$ cat config.mk
export PLATFORM = sky130hd
export DESIGN_NAME = mp_operand_loader
export DESIGN_NICKNAME = d
export VERILOG_FILES = /design/src/rtl/mp_operand_loader_pkg.sv /design/src/rtl/mp_operand_loader_serializer.sv /design/src/rtl/mp_operand_loader.sv
export SDC_FILE = /design/constraint.sdc
export NUM_CORES = 1
export LEC_CHECK = 0
export BUFFER_PORTS_ARGS = -buffer_cell sky130_fd_sc_hd__buf_2
export CORE_MARGIN = 1.5
export CORE_UTILIZATION = 31
export DETAILED_ROUTE_END_ITERATION = 12
export PLACE_DENSITY = 0.49
export SETUP_SLACK_MARGIN = 0.15
export SLEW_MARGIN = 20
export SYNTH_ARGS = -nofsm -noshare
export SYNTH_HDL_FRONTEND = slang
export SYNTH_SLANG_ARGS = --single-unit
$ cat constraint.sdc
create_clock -name iClk -period 3.9 [get_ports iClk]
set_clock_uncertainty 0.05 [all_clocks]
set_input_delay 0.195 -clock iClk [delete_from_list [all_inputs] [get_ports iClk]]
set_output_delay 0.195 -clock iClk [all_outputs]
set_load 0.03 [all_outputs]
$ cat src/rtl/mp_operand_loader_pkg.sv
// Shared constants, state encoding and sizing helpers for the mp_adder front-end.
// Word counts are derived from the operand and word widths.
package mp_pkg;

  localparam int OPERAND_WIDTH_DEF = 128;
  localparam int WORD_WIDTH_DEF    = 32;

  function automatic int calcNOp(input int opW, input int wordW);
    return opW / wordW;
  endfunction

  // The carry makes the result one bit wider, so its word count rounds up.
  function automatic int calcNRes(input int opW, input int wordW);
    return (opW + wordW) / wordW;
  endfunction

  function automatic int calcCntW(input int n);
    return (n <= 1) ? 1 : $clog2(n);
  endfunction

  localparam int N_OP  = calcNOp(OPERAND_WIDTH_DEF, WORD_WIDTH_DEF);
  localparam int N_RES = calcNRes(OPERAND_WIDTH_DEF, WORD_WIDTH_DEF);
  localparam int CNT_W = calcCntW(N_RES);

  typedef enum logic [2:0] {
    LOAD_A    = 3'd0,
    LOAD_B    = 3'd1,
    START     = 3'd2,
    WAIT_DONE = 3'd3,
    SEND      = 3'd4
  } loaderState_t;

endpackage

$ cat src/rtl/mp_operand_loader_serializer.sv
// mp_result_serializer: captures a wide result and streams it out LS word first
// on a valid/ready handshake; oLast flags the final transfer.
module mp_result_serializer
  import mp_pkg::*;
#(
  parameter int RES_W      = 129,
  parameter int WORD_WIDTH = 32,
  parameter int N_RES      = 5
) (
  input  logic                  iClk,
  input  logic                  iRst,
  input  logic                  iLoad,
  input  logic [RES_W-1:0]      iRes,
  input  logic                  iOutReady,
  output logic                  oOutValid,
  output logic [WORD_WIDTH-1:0] oOutWord,
  output logic                  oLast
);

  localparam int CNT_W_L = calcCntW(N_RES);
  localparam int PAD_W   = N_RES * WORD_WIDTH;

  logic [PAD_W-1:0]   resReg;
  logic [CNT_W_L-1:0] cnt;
  logic               xfer;

  function automatic logic [WORD_WIDTH-1:0] wordAt(input logic [PAD_W-1:0] v, input int idx);
    return v[idx*WORD_WIDTH +: WORD_WIDTH];
  endfunction

  assign xfer  = oOutValid && iOutReady;
  assign oLast = xfer && (cnt == CNT_W_L'(N_RES - 1));

  // The next word is registered ahead so it is valid alongside oOutValid.
  always_ff @(posedge iClk) begin
    if (iRst) begin
      resReg    <= '0;
      cnt       <= '0;
      oOutValid <= 1'b0;
      oOutWord  <= '0;
    end else if (iLoad) begin
      resReg    <= PAD_W'(iRes);
      cnt       <= '0;
      oOutValid <= 1'b1;
      oOutWord  <= iRes[WORD_WIDTH-1:0];
    end else if (xfer) begin
      if (oLast) begin
        cnt       <= '0;
        oOutValid <= 1'b0;
      end else begin
        cnt      <= cnt + 1'b1;
        oOutWord <= wordAt(resReg, int'(cnt) + 1);
      end
    end
  end

endmodule

$ cat src/rtl/mp_operand_loader.sv
// Word-stream front-end for mp_adder: loads A then B, pulses start, returns the sum.
// Define MP_LOADER_TIMEOUT_EN to add a WAIT_DONE watchdog driving oTimeout.
module mp_operand_loader
  import mp_pkg::*;
#(
  parameter int OPERAND_WIDTH  = 128,
  parameter int WORD_WIDTH     = 32,
  parameter int TIMEOUT_CYCLES = 1024
) (
  input  logic                     iClk,
  input  logic                     iRst,
  input  logic                     iInValid,
  input  logic [WORD_WIDTH-1:0]    iInWord,
  output logic                     oInReady,
  output logic                     oStart,
  output logic [OPERAND_WIDTH-1:0] oOpA,
  output logic [OPERAND_WIDTH-1:0] oOpB,
  input  logic [OPERAND_WIDTH:0]   iRes,
  input  logic                     iDone,
  output logic                     oOutValid,
  output logic [WORD_WIDTH-1:0]    oOutWord,
  input  logic                     iOutReady,
  output logic                     oTimeout
);

  localparam int nOp  = calcNOp(OPERAND_WIDTH, WORD_WIDTH);
  localparam int nRes = calcNRes(OPERAND_WIDTH, WORD_WIDTH);
  localparam int cntW = calcCntW(nRes);

  loaderState_t     state, nextState;
  logic [cntW-1:0]  loadCnt;
  logic             inXfer, lastIn, capture, sendLast, wdExpire;

  assign inXfer  = iInValid && oInReady;
  assign lastIn  = inXfer && (loadCnt == cntW'(nOp - 1));
  assign capture = (state == WAIT_DONE) && iDone;

`ifdef MP_LOADER_TIMEOUT_EN
  localparam int wdW = $clog2(TIMEOUT_CYCLES + 1);
  logic [wdW-1:0] wdCnt;

  // Held at zero outside WAIT_DONE, so every entry starts a fresh count.
  always_ff @(posedge iClk) begin
    if (iRst || state != WAIT_DONE) wdCnt <= '0;
    else if (wdCnt != wdW'(TIMEOUT_CYCLES - 1)) wdCnt <= wdCnt + 1'b1;
  end

  assign wdExpire = (state == WAIT_DONE) && !iDone && (wdCnt == wdW'(TIMEOUT_CYCLES - 1));
`else
  assign wdExpire = 1'b0;
`endif

  always_ff @(posedge iClk) begin
    if (iRst) state <= LOAD_A;
    else      state <= nextState;
  end

  always_comb begin
    nextState = state;
    case (state)
      LOAD_A:    if (lastIn) nextState = LOAD_B;
      LOAD_B:    if (lastIn) nextState = START;
      START:     nextState = WAIT_DONE;
      WAIT_DONE: begin
        if (capture)       nextState = SEND;
        else if (wdExpire) nextState = LOAD_A;
      end
      SEND:      if (sendLast) nextState = LOAD_A;
      default:   nextState = LOAD_A;
    endcase
  end

  always_comb begin
    oInReady = (state == LOAD_A) || (state == LOAD_B);
    oStart   = (state == START);
    oTimeout = wdExpire;
  end

  // Operands only change during their load state, so they stay put through the add.
  always_ff @(posedge iClk) begin
    if (iRst) begin
      loadCnt <= '0;
      oOpA    <= '0;
      oOpB    <= '0;
    end else if (inXfer) begin
      if (state == LOAD_A) oOpA[int'(loadCnt)*WORD_WIDTH +: WORD_WIDTH] <= iInWord;
      else                 oOpB[int'(loadCnt)*WORD_WIDTH +: WORD_WIDTH] <= iInWord;
      loadCnt <= lastIn ? '0 : loadCnt + 1'b1;
    end
  end

  mp_result_serializer #(
    .RES_W      (OPERAND_WIDTH + 1),
    .WORD_WIDTH (WORD_WIDTH),
    .N_RES      (nRes)
  ) uSer (
    .iClk      (iClk),
    .iRst      (iRst),
    .iLoad     (capture),
    .iRes      (iRes),
    .iOutReady (iOutReady),
    .oOutValid (oOutValid),
    .oOutWord  (oOutWord),
    .oLast     (sendLast)
  );

endmodule

==> flow_summary.toml <==
[status]
outcome = "completed"

[die]
die_y_um = 224.7
rows = 81
dieWidth_um = 224.7
die_area_um2 = 50480
core_area_um2 = 48750
ioPinCount = 458
start_util_pct = 31.25

[worst_setup_path]
rrSetupSlack_ns = 0.93
rr_endpoint = "oOpB[8]$_SDFFE_PP0P_"
crit_cells = 8
arrival_ns = 3.42
worstPathCellList = "inv_1 -> ha_1 -> ha_1 -> or4b_1 -> nor3b_4 -> buf_12 -> nand2_1 -> a21oi_1"
start_kind = "flop"
slowest_stage = "or4b_1"
crit-reg2reg-launch = "loadCnt[0]$_SDFFE_PP0P_"
path_delay_family = "simple AND/OR/NAND/NOR gates"
cpPeakStageDelay_ns = 0.59
endpoint_kind = "flop"
ff2ff_path_depth = 8
required_ns = 4.36
path_class = "reg2reg"
worst-path-buf-inv = 2
cp_max_fo = 22
crit_path_frequent_cell = "ha_1"

[timing]
maxClockFrequency_mhz = 337.0
slew_viol_final = 0
tns_ns = 0
rsz0062_at_grt = "false"
hold_violations = 0
finalSetupViolCount = 0
fin_crit_ns = 2.967
hold_slack_ns = 0.1011
maxSlewHeadroom_pct = 25.63
finalCritPeriodShare_pct = 76.08
worst_pin_slew_ns = 1.115

[clock_network]
clock_sinks = 395
cts_htree_levels = 2
cts_tree = "done"
cts-resized-gates = 0
cts_root_buf = "clkbuf_16"
clk_pin_slew_ns = 0.06
insertion_delay_ns = 0.57
clockBufferDepth = 3
cts_buffers = 46

[global_routing]
grtUsageMet3_pct = 5.356
overflow = 0
grt_use_met1_pct = 27.50
grt_pass1_wl_um = 88000
grt_pass1_vias = 14890
grt-busiest-layer = "met2"
grt_util_met2_pct = 37.22
grt_max_degree = 152
antenna_found_initial = 3
track_usage_pct = 22.36

[synth]
postSynth.asyncResetShare_pct = 0
syn_area_per_cell_um2 = 7.894
syn_area_um2 = 15230
synth_commonest_cells = "nand2_1, dfxtp_1, a21oi_1, nand3_1, clkbuf_1"
synth.distinct_cells = 38
synth-xor-area-share_pct = 0
synth_fa_ha_area_share_pct = 0.5749
synth-main-ff-cell = "dfxtp_1"
synth_mux_area_share_pct = 2.250
ys_seq_elements = 395
synth_top_family_by_area = "simple AND/OR/NAND/NOR gates"
seq_area_frac_synth_pct = 51.91
syn-num-nets = 2103
yosys-top-cells-area = "dfxtp_1, nand2_1, a21oi_1, nand3_1, clkbuf_1"
synth.most_common_cell = "nand2_1"
synth_area_leader_cell = "dfxtp_1"
synthCells = 1930
yosys_warnings = 0
yosys.area_share.simple_pct = 24.46
yosysTopAreaCellShare_pct = 51.91
synth_compound_area_share_pct = 15.06
synth_enable_flop_cells = 0

[power]
peakVddDrop_v = 0.0003300
leakagePower_nw = 8.246
p_per_area_nw_per_um2 = 429.6

[finish]
fin_nets = 2606
multi_input_area_um2 = 6511
layoutNonFillerInstCount = 3137
regArea_um2 = 7910
drive_above_1_share_pct = 23.56
area_delta_synth_final_pct = 38.77
fillCellCount = 5011

[detailed_routing]
routed_via_density = 4.941
num_vias = 15500
wl_um = 58440
drt_iter0_markers = 915
dr.pass1.iters = 5
drc = 0
wl_per_cell_um = 18.63
ant_nets = 0

[place]
post-dp-hpwl_um = 37940
io_buffer_count = 456
dp_cells = 2885
gp_congestion = 0.8149

[min_path]
hold_class = "in2reg"
holdPathStages = 2
min_to = "uSer.resReg[99]$_SDFFE_PP0P_"
min_from = "iRst"

[run]
cap_violations = 0
-- worst max path at each step --
stage / startpoint / end
after detailed placement: loadCnt[0]$_SDFFE_PP0P_ / oOpB[8]$_SDFFE_PP0P_
after global placement: loadCnt[0]$_SDFFE_PP0P_ / oOpB[18]$_SDFFE_PP0P_
after floorplan: loadCnt[0]$_SDFFE_PP0P_ / oOpB[10]$_SDFFE_PP0P_
after global routing: loadCnt[0]$_SDFFE_PP0P_ / oOpB[20]$_SDFFE_PP0P_
final: loadCnt[0]$_SDFFE_PP0P_ / oOpB[8]$_SDFFE_PP0P_
after CTS: loadCnt[0]$_SDFFE_PP0P_ / oOpB[8]$_SDFFE_PP0P_
-- timing repair --
| action | 4_1_cts | 5_1_grt |
|---|---|---|
| buffers inserted | 0 | 0 |
| endpoints found under the hold margin | 388 | 0 |
| hold buffers | 164 | 0 |
-- metrics by stage --
stage / area (µm²) / total power [mW] / util, % / setup WS, ns
finish: 21140 / 9.082 / 43.37 / 0.9329
global route: 21140 / 9.397 / 43.37 / 0.7181
CTS: 21130 / 9.189 / 43.35 / 0.9144
detailed placement: 17940 / 4.599 / 36.79 / 0.9287
global placement: 17940 / 4.595 / 36.79 / 1.002
floorplan: 15230 / 4.388 / - / 1.543
-- layout make-up --
type / instances / share of cell area (%)
timing repair buffer: 658 / 20.37
multi-input combinational: 1327 / 30.80
clock buffer: 69 / 6.374
antenna: 3 / 0.03551
clock inverter: 16 / 0.9883
inverter: 5 / 0.08877
sequential: 395 / 37.41
tap: 664 / 3.930
-- cells in the final DEF (no fill, tap or decap), drive strengths merged --
cell	netlist	layout
nand2	524	524
buf	48	494
dfxtp	395	395
a21oi	359	359
nand3	202	202
dlygate4sd3	0	164
clkbuf	155	69
nor2	40	40
nor3	35	35
o21ai	33	33
mux2i	32	32
nand3b	32	32
a221oi	31	31
and3	8	8
clkinv	0	8
inv	5	8
ha	7	7
bufinv	0	4
diode	0	3
nor2b	3	3
a211oi	3	3
nand4	2	2
or4b	2	2
and2	1	1
and3b	1	1
nor4	1	1
nor4b	1	1
nor3b	1	1
nand2b	1	1
o21a	1	1
mux4	1	1
a22oi	1	1
a21o	1	1
a211o	1	1
o211ai	1	1
nand4b	1	1
conb	1	1
clkinvlp	0	1
-- power by group --
group	internal, mW	switching [mW]	total [mW]
sequential	4.06	0.0141	4.07
combinational	0.227	0.342	0.569
clock	2.66	1.78	4.44
-- state kept, by name, summed over array words and instances, names as in the netlist --
register        count
uSer.oOutValid      1
oOpB              128
loadCnt             3
uSer.cnt            3
uSer.resReg        97
uSer.oOutWord      32
oOpA              128
state               3
-- logic make-up after synthesis --
kind of cell,after synthesis
buf+inv,208
fa+ha+maj,7
flops,395
other cells,1
compound gates,431
mux,33
simple gates,855
-- per-layer routing --
metal  wire [µm]  up-vias  part of all wire (%)
li1            -     7517                     -
met1       24510     7323                    42
met2       27300      548                    47
met3        4386      111                   7.5
met4        2246        0                   3.8
met5           0        -                     0
Note: power is estimated with default switching activity, not from simulation.
